<file path="config.mk">
export PLATFORM = sky130hd
export DESIGN_NAME = exa_crosb_vc_credit_tracker
export DESIGN_NICKNAME = d
export VERILOG_FILES = /design/src/rtl/exa_crosb_vc_pkg.sv /design/src/rtl/exa_crosb_credit_counter.sv /design/src/rtl/exa_crosb_vc_credit_tracker.sv
export SDC_FILE = /design/constraint.sdc
export NUM_CORES = 1
export LEC_CHECK = 0
export BUFFER_PORTS_ARGS = -buffer_cell sky130_fd_sc_hd__buf_4
export CORE_MARGIN = 1
export CORE_UTILIZATION = 40
export DETAILED_ROUTE_END_ITERATION = 8
export GPL_ROUTABILITY_DRIVEN = 0
export GPL_TIMING_DRIVEN = 0
export PLACE_DENSITY = 0.63
export SYNTH_ARGS = -nofsm -noshare
export SYNTH_HDL_FRONTEND = slang
export SYNTH_HIERARCHICAL = 1
export SYNTH_SLANG_ARGS = --single-unit
export TNS_END_PERCENT = 20
</file>
<file path="constraint.sdc">
create_clock -name clk -period 3.3 [get_ports clk]
set_input_delay 0.165 -clock clk [delete_from_list [all_inputs] [get_ports clk]]
set_output_delay 0.165 -clock clk [all_outputs]
set_load 0.03 [all_outputs]
</file>
<file path="src/rtl/exa_crosb_vc_pkg.sv">
// Shared types and default sizing for the VC crossbar credit tracker.
// Latency: n/a (declarations only).
// Backpressure: n/a.
package exa_crosb_vc_pkg;

   // Index width for a channel select; a single channel still needs one bit.
   function automatic int idx_width(input int n);
      return (n <= 1) ? 1 : $clog2(n);
   endfunction

   localparam int def_output_num = 2;
   localparam int def_vc_num     = 2;
   localparam int def_prio_num   = 2;
   localparam int def_credit_max = 4;
   localparam int chan_num       = def_vc_num * def_prio_num;
   localparam int logVcPrio      = idx_width(chan_num);

   // Per-output packet framing state.
   typedef enum logic {
      IDLE   = 1'b0,
      IN_PKT = 1'b1
   } pkt_state_t;

endpackage

</file>
<file path="src/rtl/exa_crosb_credit_counter.sv">
// Saturating packet-credit counter for one (output, channel) pair.
// Latency: count updates on the clock after consume/return; error pulses are same-cycle.
// Backpressure: none; it only observes consume/return strobes.
module exa_crosb_credit_counter #(
   parameter int credit_max   = 4,
   parameter int credit_width = $clog2(credit_max + 1)
) (
   input  logic                    clk,
   input  logic                    reset,
   input  logic                    consume,
   input  logic                    credit_return,
   output logic [credit_width-1:0] count,
   output logic                    underflow,
   output logic                    overflow
);

   logic at_zero;
   logic at_max;

   assign at_zero = (count == '0);
   assign at_max  = (count == credit_width'(credit_max));

   // A simultaneous consume and return cancel; otherwise step and saturate at the bounds.
   always_ff @(posedge clk) begin
      if (reset) begin
         count <= credit_width'(credit_max);
      end else if (consume && !credit_return && !at_zero) begin
         count <= count - credit_width'(1);
      end else if (credit_return && !consume && !at_max) begin
         count <= count + credit_width'(1);
      end
   end

   // Attempts to step past a bound are reported rather than wrapped.
   always_comb begin
      underflow = consume && !credit_return && at_zero;
      overflow  = credit_return && !consume && at_max;
   end

endmodule

</file>
<file path="src/rtl/exa_crosb_vc_credit_tracker.sv">
// Per-(output, VC) downstream packet-credit tracking with sticky protocol error flags.
// Latency: counters, credit bits and error flags change one clock after the triggering beat/return.
// Backpressure: none; passively observes accepted beats (tvalid & tready) and return pulses.
module exa_crosb_vc_credit_tracker
   import exa_crosb_vc_pkg::*;
#(
   parameter int output_num   = def_output_num,
   parameter int vc_num       = def_vc_num,
   parameter int prio_num     = def_prio_num,
   parameter int credit_max   = def_credit_max,
   parameter int chan_cnt     = vc_num * prio_num,
   parameter int vc_w         = idx_width(vc_num * prio_num),
   parameter int credit_width = $clog2(credit_max + 1)
) (
   input  logic                                              clk,
   input  logic                                              reset,
   input  logic [output_num-1:0]                             i_tvalid,
   input  logic [output_num-1:0]                             i_tready,
   input  logic [output_num-1:0]                             i_tlast,
   input  logic [output_num-1:0][vc_w-1:0]                   i_vc,
   input  logic [output_num-1:0][chan_cnt-1:0]               i_credit_return,
   input  logic                                              i_clear_err,
   output logic [output_num-1:0][chan_cnt-1:0]               o_output_fifo_credits,
   output logic [output_num-1:0][chan_cnt-1:0][credit_width-1:0] o_credit_count,
   output logic [output_num-1:0]                             o_err_underflow,
   output logic [output_num-1:0]                             o_err_overflow
);

   pkt_state_t                          state_q [output_num];
   pkt_state_t                          state_d [output_num];
   logic [output_num-1:0]               beat;
   logic [output_num-1:0]               pkt_start;
   logic [output_num-1:0][chan_cnt-1:0] uf_pulse;
   logic [output_num-1:0][chan_cnt-1:0] of_pulse;

   assign beat = i_tvalid & i_tready;

   // Packet framing state per output; reset abandons any packet in flight.
   always_ff @(posedge clk) begin
      for (int o = 0; o < output_num; o++) begin
         if (reset) begin
            state_q[o] <= IDLE;
         end else begin
            state_q[o] <= state_d[o];
         end
      end
   end

   // Only the first accepted beat of a packet takes a credit; i_vc is ignored afterwards.
   always_comb begin
      for (int o = 0; o < output_num; o++) begin
         state_d[o]   = state_q[o];
         pkt_start[o] = 1'b0;
         case (state_q[o])
            IDLE: begin
               if (beat[o]) begin
                  pkt_start[o] = 1'b1;
                  if (!i_tlast[o]) begin
                     state_d[o] = IN_PKT;
                  end
               end
            end
            IN_PKT: begin
               if (beat[o] && i_tlast[o]) begin
                  state_d[o] = IDLE;
               end
            end
            default: state_d[o] = IDLE;
         endcase
      end
   end

   for (genvar o = 0; o < output_num; o++) begin : g_out
      for (genvar v = 0; v < chan_cnt; v++) begin : g_chan
         logic consume;

         assign consume = pkt_start[o] && (i_vc[o] == vc_w'(v));

         exa_crosb_credit_counter #(
            .credit_max   (credit_max),
            .credit_width (credit_width)
         ) u_cnt (
            .clk           (clk),
            .reset         (reset),
            .consume       (consume),
            .credit_return (i_credit_return[o][v]),
            .count         (o_credit_count[o][v]),
            .underflow     (uf_pulse[o][v]),
            .overflow      (of_pulse[o][v])
         );

         assign o_output_fifo_credits[o][v] = (o_credit_count[o][v] != '0);
      end
   end

   // Sticky error flags; a new error in the clearing cycle keeps the flag set.
   always_ff @(posedge clk) begin
      for (int o = 0; o < output_num; o++) begin
         if (reset) begin
            o_err_underflow[o] <= 1'b0;
            o_err_overflow[o]  <= 1'b0;
         end else begin
            if (|uf_pulse[o]) begin
               o_err_underflow[o] <= 1'b1;
            end else if (i_clear_err) begin
               o_err_underflow[o] <= 1'b0;
            end
            if (|of_pulse[o]) begin
               o_err_overflow[o] <= 1'b1;
            end else if (i_clear_err) begin
               o_err_overflow[o] <= 1'b0;
            end
         end
      end
   end

endmodule
</file>
==> metrics.md <==
| Metric | Value |
|---|---|
| Kind of cell with the highest combined delay on the critical path | simple AND/OR/NAND/NOR gates |
| Leakage power | 1.07 nW |
| Total clock buffers created by CTS | 5 |
| Critical path class | flip-flop to flip-flop |
| Crit-path cells | nor4_1, o211ai_1, fa_1, or4_1, a311o_1 |
| Total number of nets in the final design | 344 |
| Wire per inst | 13.1 µm |
| Final period util | 89.1% |
| Clock H-tree levels | 2 |
| Slew margin rel. | about a third |
| Number of hold-repair buffers added at the cts stage | 0 |
| Die area | between 0.005 and 0.006 mm² |
| Clock-pin slew on the worst setup and hold paths | 0.07 ns |
| Avg Inst Size Synth | ~8.5 µm² |
| All-layer global routing usage | 18.8% |
| Count of mapped cells out of synthesis | 252 |
| Post-CTS setup buffer count | 0 |
| Total gr overflow | 0 |
| Worst stage delay on the critical path | 0.87 ns |
| Power density of the placed cells | 398 mW/mm² |
| Via density per instance | between 5 and 6 |
| Hold Slack | 0.0762 ns |
| Placed Instance Area | 0.00265 mm² |
| DR pass1 iterations | 4 |
| Post-synth top area cell | sky130_fd_sc_hd__dfxtp_1 |
| Hold Vio Cnt, Final | 0 |
| Fmax | around 0.34 GHz |
| Status | finished clean |
| Worst min-delay path category | input port to flip-flop |
| Post-route cell area | ~0.0028 mm² |
| CTS tree | built |
| Count of instances resized after the clock tree is built | 0 |
| Worst clock skew on the final layout | 0.00720 ns |
| Die H | 75.1 µm |
| Total half-perimeter wirelength after legalization and detailed placement | 3.72 mm |
| Yosys warning total | 6 |
| Time the worst path needs with I/O delays and setup | 2.94 ns |
| Most common cell after layout, fill and taps aside | sky130_fd_sc_hd__buf_4 |
| Floorplan Core Area | roughly 0.0051 mm² |
| Number of global-route vias before repair | around 1,800 |
| Number of buffers on the longest clock path | 2 |
| Largest net degree at the start of global routing | 39 |
| Mapped cell area | 0.00214 mm² |
| Combinational share of power | 26.1% |
| Proportion of synthesized flip-flops having asynchronous set or reset | 0% |
| Most used cells in the layout excluding fill and tap cells | sky130_fd_sc_hd__buf_4, sky130_fd_sc_hd__nor2_1, sky130_fd_sc_hd__dfxtp_1 |
| Portion of total power attributed to sequential cells | between 30 and 40% |
| DP Worst Slack | 0.382 ns |
| Die Span X | around 75 µm |
| Arrival time of data at the critical path endpoint | 3.11 ns |
| Cell Rows | 26 |
| Required time of the critical path | 3.47 ns |
| Total negative slack for setup checks | 0 ns |
| Setup slack of the critical path after layout | 0.360 ns |
| Cell type of the slowest stage on the worst timing path | sky130_fd_sc_hd__nor4_1 |
| Startpoint class of the critical path | flip-flop |
| Critical path fanouts, max | 7 |
| Starting density of the core | 41.6% |
| Number of setup violations in the final report | 0 |
| Power spent charging and discharging nets | 354 µW |
| Transition time at the pin with the least slew margin | 0.998 ns |
| Count of flip-flops with a built-in enable after synthesis | 0 |
| Initial antenna violation count | 0 |
| Portion of the post-synthesis area used by sequential elements | 28.1% |
| Fraction of layout cells with a size suffix above 1 | 27.9% |
| Unrepaired setup endpoints after global routing | false |
| Type of destination of the critical path | flip-flop |
| Peak supply drop | 0.207 mV |
| CTS Root Cell | sky130_fd_sc_hd__clkbuf_8 |
| Number of DRC violations after detailed-routing iteration 0 | 91 |
| # port buffers | 56 |
| Area delta synth->final | 29.0% |
| Clock latency on the worst-skew pair | 0.28 ns |
| Utilization of the core after routing | 53.7% |
| Synth top area cells | sky130_fd_sc_hd__dfxtp_1, sky130_fd_sc_hd__fa_1, sky130_fd_sc_hd__xor2_1, sky130_fd_sc_hd__nor2_1, sky130_fd_sc_hd__o211ai_1 |
| Power Internal | 743 µW |
| Relative contribution of the clock network to total power | 35.2% |
| Switching share of power | 32.3% |
| Sink count of the clock tree | 30 |
| IO Pins | 57 |
| Number of distinct standard cells referenced by the synthesized netlist | 25 |
| Total buffers and inverters traversed by the critical path | 0 |
| Antenna viol nets, final | 0 |
| Number of antenna cells inserted | 0 |
| Total detailed-routing wirelength | between 5 and 6 mm |
| Wire length of the first global-routing pass | 8.18 mm |
| Post-synthesis register bit count | 30 |
| Detailed-route via count | 2,124 |
| Max-cap violations | 0 |
| Number of pins exceeding their max-slew limit in the final report | 0 |
| Number of design rule violations left after detail routing | 0 |
| Most frequently used flop master after synthesis | sky130_fd_sc_hd__dfxtp_1 |
| Synthesized net count | 281 |
| Top-area cell type share of the netlist area | 28.1% |
power groups by stage:
| stage | clock network, mW | registers, mW | logic, mW |
|---|---|---|---|
| 2_1_floorplan | 0 | 0.473 | 0.134 |
| 3_3_place_gp | 0 | 0.433 | 0.282 |
| 3_5_place_dp | 0 | 0.433 | 0.287 |
| 4_1_cts | 0.397 | 0.425 | 0.288 |
| 5_1_grt | 0.413 | 0.431 | 0.319 |
| 6_report | 0.386 | 0.425 | 0.286 |
final cells by class:
class,instances,area (µm²)
clock inverter,1,30.0
clock buffer,6,82.6
inverter,33,124
fill,534,2380
tap,70,87.6
multi-input combinational,189,1410
sequential,30,601
timing repair buffer,56,420
path summary, 6_finish.rpt:
path | end | from | slack [ns] | depth (start not counted)
setup / recovery | g_out[1].g_chan[0].u_cnt/count[2]$_SDFFE_PP1P_ | flip-flop | 0.36 | 5
hold / removal | flip-flop | i_tlast[0] | 0.08 | 2
setup reg to reg | g_out[1].g_chan[0].u_cnt/count[2]$_SDFFE_PP1P_ | flip-flop | 0.36 | 5
hold reg to reg | o_err_underflow[1]$_SDFFE_PP0P_ | o_err_underflow[1]$_SDFFE_PP0P_ | 0.47 | 2
sequential cells by signal, summed over array words and instances, names as in the netlist, named ones only:
| signal | flops |
|---|---|
| g_out.g_chan.u_cnt/count | 24 |
| o_err_overflow | 2 |
| o_err_underflow | 2 |
stage by stage:
stage	instances	power [mW]
global route	385	1.16
floorplan	252	0.606
detailed placement	378	0.720
global placement	378	0.715
CTS	385	1.11
finish	385	1.10
cells in the mapped netlist, types with 14 or more instances:
cell / instances
sky130_fd_sc_hd__xor2_1: 16
sky130_fd_sc_hd__o211ai_1: 16
sky130_fd_sc_hd__o31ai_1: 16
sky130_fd_sc_hd__inv_1: 25
sky130_fd_sc_hd__nor2_1: 35
sky130_fd_sc_hd__nor4_1: 14
sky130_fd_sc_hd__dfxtp_1: 30
layer usage:
metal,GRT usage (%),share of wire (%),vias up
li1,-,-,1088
met1,23.0,47,985
met2,32.8,48,49
met3,5.09,4.8,2
met4,4.40,0.34,0
met5,0,0,-
cells by family (layout without fill, tap and decap cells):
kind of cell | after synthesis | after routing | share of synthesized area (%)
and+or+nand+nor | 109 | 109 | 31.6
buffers and inverters | 33 | 96 | 5.80
AOI/OAI and AO/OA | 56 | 56 | 20.5
xor gates and xnor gates | 16 | 16 | 6.56
adders and majority gates | 8 | 8 | 7.49
DFF | 30 | 30 | 28.1
worst register-to-register path: cells and delay by family (launching register included):
| family | cells | cell delay (ns) |
|---|---|---|
| compound gates | 2 | 0.61 |
| flops | 1 | 0.35 |
| fa+ha+maj | 1 | 0.47 |
| simple gates | 2 | 1.40 |
No activity file was read; power rests on OpenSTA's default activity.
